--- config.mk ---
export PLATFORM = sky130hd
export DESIGN_NAME = longest_run_tracker
export DESIGN_NICKNAME = d
export VERILOG_FILES = /design/src/rtl/longest_run_tracker.sv
export SDC_FILE = /design/constraint.sdc
export NUM_CORES = 1
export LEC_CHECK = 0
export ABC_CLOCK_PERIOD_IN_PS = 4500
export BUFFER_PORTS_ARGS = -buffer_cell sky130_fd_sc_hd__buf_2
export CORE_UTILIZATION = 45
export CTS_BUF_LIST = sky130_fd_sc_hd__clkbuf_8
export DETAILED_ROUTE_END_ITERATION = 6
export PLACE_DENSITY = 0.65
export SYNTH_ARGS = -nofsm -noshare
export SYNTH_HDL_FRONTEND = slang
export SYNTH_SLANG_ARGS = --single-unit
--- constraint.sdc ---
create_clock -name clk -period 4.5 [get_ports clk]
set_input_delay 0.225 -clock clk [delete_from_list [all_inputs] [get_ports clk]]
set_output_delay 0.225 -clock clk [all_outputs]
set_load 0.01 [all_outputs]
--- src/rtl/longest_run_tracker.sv ---
// Measures the longest run of consecutive 1 bits (MSB first) across a framed byte stream.
// Result is presented one cycle after the last byte and held until out_ready; input stalls meanwhile.
module longest_run_tracker #(
  parameter int CW = 12
) (
  input  logic          clk,
  input  logic          reset_n,
  input  logic          in_valid,
  output logic          in_ready,
  input  logic [7:0]    in_data,
  input  logic          in_first,
  input  logic          in_last,
  output logic          out_valid,
  input  logic          out_ready,
  output logic [CW-1:0] out_maxrun,
  output logic [CW-1:0] out_bytes,
  output logic          err_restart
);

  localparam logic [1:0] IDLE  = 2'd0;
  localparam logic [1:0] ACCUM = 2'd1;
  localparam logic [1:0] DONE  = 2'd2;
  localparam logic [CW-1:0] SAT = '1;

  logic [1:0]    state;
  logic [CW-1:0] carry, maxrun, bytes;
  logic          take;
  logic [CW-1:0] base_carry, base_max, base_bytes;
  logic [CW-1:0] cand, nxt_carry, nxt_max, nxt_bytes;

  function automatic logic [3:0] lead_ones(input logic [7:0] d);
    logic [3:0] n;
    logic       stop;
    n    = 4'd0;
    stop = 1'b0;
    for (int i = 7; i >= 0; i--) begin
      if (!d[i]) stop = 1'b1;
      else if (!stop) n = n + 4'd1;
    end
    return n;
  endfunction

  function automatic logic [3:0] trail_ones(input logic [7:0] d);
    logic [3:0] n;
    logic       stop;
    n    = 4'd0;
    stop = 1'b0;
    for (int i = 0; i < 8; i++) begin
      if (!d[i]) stop = 1'b1;
      else if (!stop) n = n + 4'd1;
    end
    return n;
  endfunction

  function automatic logic [3:0] inner_run(input logic [7:0] d);
    logic [3:0] run, best;
    run  = 4'd0;
    best = 4'd0;
    for (int i = 0; i < 8; i++) begin
      run = d[i] ? run + 4'd1 : 4'd0;
      if (run > best) best = run;
    end
    return best;
  endfunction

  function automatic logic [CW-1:0] sat_add(input logic [CW-1:0] a, input logic [CW-1:0] b);
    logic [CW:0] s;
    s = {1'b0, a} + {1'b0, b};
    return s[CW] ? SAT : s[CW-1:0];
  endfunction

  function automatic logic [CW-1:0] max2(input logic [CW-1:0] a, input logic [CW-1:0] b);
    return (a > b) ? a : b;
  endfunction

  assign in_ready    = reset_n && (state != DONE);
  assign out_valid   = (state == DONE);
  assign out_maxrun  = maxrun;
  assign out_bytes   = bytes;

  // In IDLE only a first byte opens a frame; other bytes are swallowed without effect.
  always_comb begin
    take       = in_valid && in_ready && ((state == ACCUM) || in_first);
    base_carry = in_first ? '0 : carry;
    base_max   = in_first ? '0 : maxrun;
    base_bytes = in_first ? '0 : bytes;
    if (in_data == 8'hFF) begin
      cand      = sat_add(base_carry, CW'(8));
      nxt_carry = cand;
    end else begin
      cand      = max2(sat_add(base_carry, CW'(lead_ones(in_data))), CW'(inner_run(in_data)));
      nxt_carry = CW'(trail_ones(in_data));
    end
    nxt_max   = max2(base_max, cand);
    nxt_bytes = sat_add(base_bytes, CW'(1));
  end

  always_ff @(posedge clk or negedge reset_n) begin
    if (!reset_n) begin
      state       <= IDLE;
      carry       <= '0;
      maxrun      <= '0;
      bytes       <= '0;
      err_restart <= 1'b0;
    end else begin
      err_restart <= take && in_first && (state == ACCUM);
      if (take) begin
        carry  <= nxt_carry;
        maxrun <= nxt_max;
        bytes  <= nxt_bytes;
        state  <= in_last ? DONE : ACCUM;
      end else if ((state == DONE) && out_ready) begin
        state <= IDLE;
      end
    end
  end

endmodule

==> impl_metrics.env <==
export IMPL_outcome="finished, violations left"
export IMPL_violations="negative setup slack"
export IMPL_syn_avg_cell_area_um2=7.57
export IMPL_post_route_period_util_pct=218
export IMPL_dr_pass1_iters=5
export IMPL_cts_sinks=39
export IMPL_wl_per_cell_um=15.0
export IMPL_grt_pass1_vias=5780
export IMPL_power_mw=2.39
export IMPL_num_fill_cells=927
export IMPL_yosys_area_share_simple_pct=26.9
export IMPL_clk_path_buf_depth=2
export IMPL_peakVddDrop_mv=0.265
export IMPL_portBuffers=40
export IMPL_hold_class="in2async"
export IMPL_initialDrtViolationCount=373
export IMPL_antenna_found_initial=0
export IMPL_slowest_delay_ps=390
export IMPL_synth_fa_ha_area_share_pct=13.6
export IMPL_synthDistinctLibCells=79
export IMPL_netlist_instances=685
export IMPL_placed_area_mm2=0.00692
export IMPL_clk_pin_slew_ps=80
export IMPL_drive_above_1_share_pct=36.2
export IMPL_relSlewSlack_pct=28.9
export IMPL_cts_tree="built"
export IMPL_nets=965
export IMPL_gp_congestion=0.932
export IMPL_yosysWarnings=0
export IMPL_final_cell_area_mm2=0.00738
export IMPL_post_drt_via_cell_ratio=5.62
export IMPL_diodes=0
export IMPL_arrival_ps=10000
export IMPL_fmax_mhz=102
export IMPL_grt_pass1_wl_um=26000
export IMPL_start_util_pct=47.0
export IMPL_powerDensity_mw_per_mm2=324
export IMPL_cts_hold_buf=0
export IMPL_rows=38
export IMPL_fin_crit_ps=9810
export IMPL_drv_slew=0
export IMPL_finalSetupViolCount=12
export IMPL_synth_area_mm2=0.00519
export IMPL_final_cell_mix="189 x buf_4, 74 x nand2_1, 60 x nor2_1, 47 x ha_1"
export IMPL_rsz0062_at_grt="true"
export IMPL_finalHoldViolations=0
export IMPL_critPathRequiredTime_ps=4700
export IMPL_synth_xor_area_share_pct=5.72
export IMPL_routed_wl_um=15500
export IMPL_h_tree_depth=2
export IMPL_layout_commonest_cell="buf_4"
export IMPL_coreArea_mm2=0.0110
export IMPL_muxShareOfSynthArea_pct=4.99
export IMPL_stdcell_count=1037
export IMPL_grtUsageTotal_pct=27.0
export IMPL_clk_latency_ps=310
export IMPL_fin_tns_setup_ps=-62720
export IMPL_grt_max_degree=43
export IMPL_synth_ff_type="dfrtp_1"
export IMPL_clock_skew_ps=9.50
export IMPL_path_max_fanout=6
export IMPL_p_leak_nw=3.57
export IMPL_synthArstFlopShare_pct=100
export IMPL_area_growth_pct=42.2
export IMPL_grt_remaining_overflow=0
export IMPL_ys_ff_latch=39
export IMPL_drc=0
export IMPL_highest_layer="met4"
export IMPL_multi_input_area_mm2=0.00434
export IMPL_synth_top_family_by_area="simple AND/OR/NAND/NOR gates"
export IMPL_dieArea_mm2=0.0120
export IMPL_start_kind="input pin"
export IMPL_met2RoutedLength_um=7540
export IMPL_placed_cells=1008
export IMPL_route_met3_wl_um=670
export IMPL_synth_compound_area_share_pct=25.2
export IMPL_criticalPathCategory="in2reg"
export IMPL_synth_edf_count=0
export IMPL_cts_buffers=5
export IMPL_drt_met1_wl_um=7240
export IMPL_cap_violations=0
export IMPL_tightest_slew_ps=1060
export IMPL_ios=41
export IMPL_cp_end_kind="flop"
export IMPL_hpwl_um=11900
export IMPL_antenna_left=0
export IMPL_die_w_um=109
export IMPL_seq_area_um2=976
export IMPL_yosysSeqAreaShare_pct=18.8
export IMPL_dieHeight_um=109
export IMPL_setup_ws_ps=-5310
export IMPL_cts_root_buf="clkbuf_8"
export IMPL_vias=5833
export IMPL_cp_slowest_cell="or3_4"
## layout make-up
type / instances / share of cell area [%]
flip-flops and latches: 39 / 13.2
inverters: 32 / 1.73
well taps: 140 / 2.37
repair buffers: 232 / 22.5
clock inverters: 2 / 0.220
clock buffers: 6 / 1.12
multi-input cells: 586 / 58.8
## state kept, by name, indices dropped and copies added (netlist names)
register,cells
carry,12
err_restart,1
out_bytes,12
out_maxrun,12
state,2
## worst max-delay path, delay by kind of cell
family          cells  cell delay (ps)
compound gates     23             3430
fa+ha+maj           8             2250
buf+inv             4              330
mux                 4             1080
simple gates       14             2710
## what timing repair did
action,CTS,global route
pin swaps,4,24
gates resized for setup,16,35
setup endpoints to repair,12,13
buffers inserted,16,5
## Yosys cell counts, drive strengths merged, types with 12 or more instances
library cell	number	area, µm²
dfrtp	39	976
xnor2	21	191
nand3	26	130
o21ai	49	245
ha	54	676
clkbuf	20	75.1
mux2i	15	150
nand2	81	307
nor3	15	75.1
nor2b	33	206
inv	30	115
xor2	12	105
a21oi	43	215
nor2	63	236
a31oi	13	81.3
## per-stage QoR
| stage | util (%) | worst slack [ps] | hold WS [ps] |
|---|---|---|---|
| 4_1_cts | 65.5 | -5240 | 79.3 |
| 6_report | 66.9 | -5310 | 59.9 |
| 5_1_grt | 66.9 | -5770 | 149 |
| 3_3_place_gp | 62.7 | -5360 | 408 |
| 3_5_place_dp | 62.7 | -5710 | 423 |
| 2_1_floorplan | - | -5040 | -70.6 |
## path summary, 6_finish.rpt
kind                                             end            startpoint  slack [ps]  cells after the start
max in group asynchronous  out_maxrun[4]$_DFFE_PN0P_               reset_n        3840                      1
setup reg to reg           out_maxrun[2]$_DFFE_PN0P_  carry[0]$_DFFE_PN0P_        -800                     21
setup / recovery           out_maxrun[2]$_DFFE_PN0P_            in_data[0]       -5310                     53
hold reg to reg                 carry[1]$_DFFE_PN0P_  carry[1]$_DFFE_PN0P_         480                      2
hold / removal              out_bytes[7]$_DFFE_PN0P_               reset_n          60                      1
min in group clk                state[0]$_DFFE_PN0P_               in_last         130                      2
## routing by layer
layer  GRT usage [%]  up-vias
li1                -     2905
met1            35.4     2777
met2            46.8      140
met3            3.73       11
met4            6.38        0
met5               0        -
## report_power, final
group / total [mW] / leakage, nW / internal [mW] / switching (mW)
registers: 0.458 / 0.508 / 0.400 / 0.0580
logic: 1.67 / 3.02 / 0.882 / 0.786
clock network: 0.265 / 0.0474 / 0.125 / 0.140
total: 2.39 / 3.57 / 1.41 / 0.984
## cell families after synthesis
kind of cell    count (synthesis)
simple gates                  279
mux                            24
xor+xnor                       33
other cells                     2
flops                          39
buf+inv                        61
fa+ha+maj                      56
compound gates                191
Power figures use the tool's default switching activity.
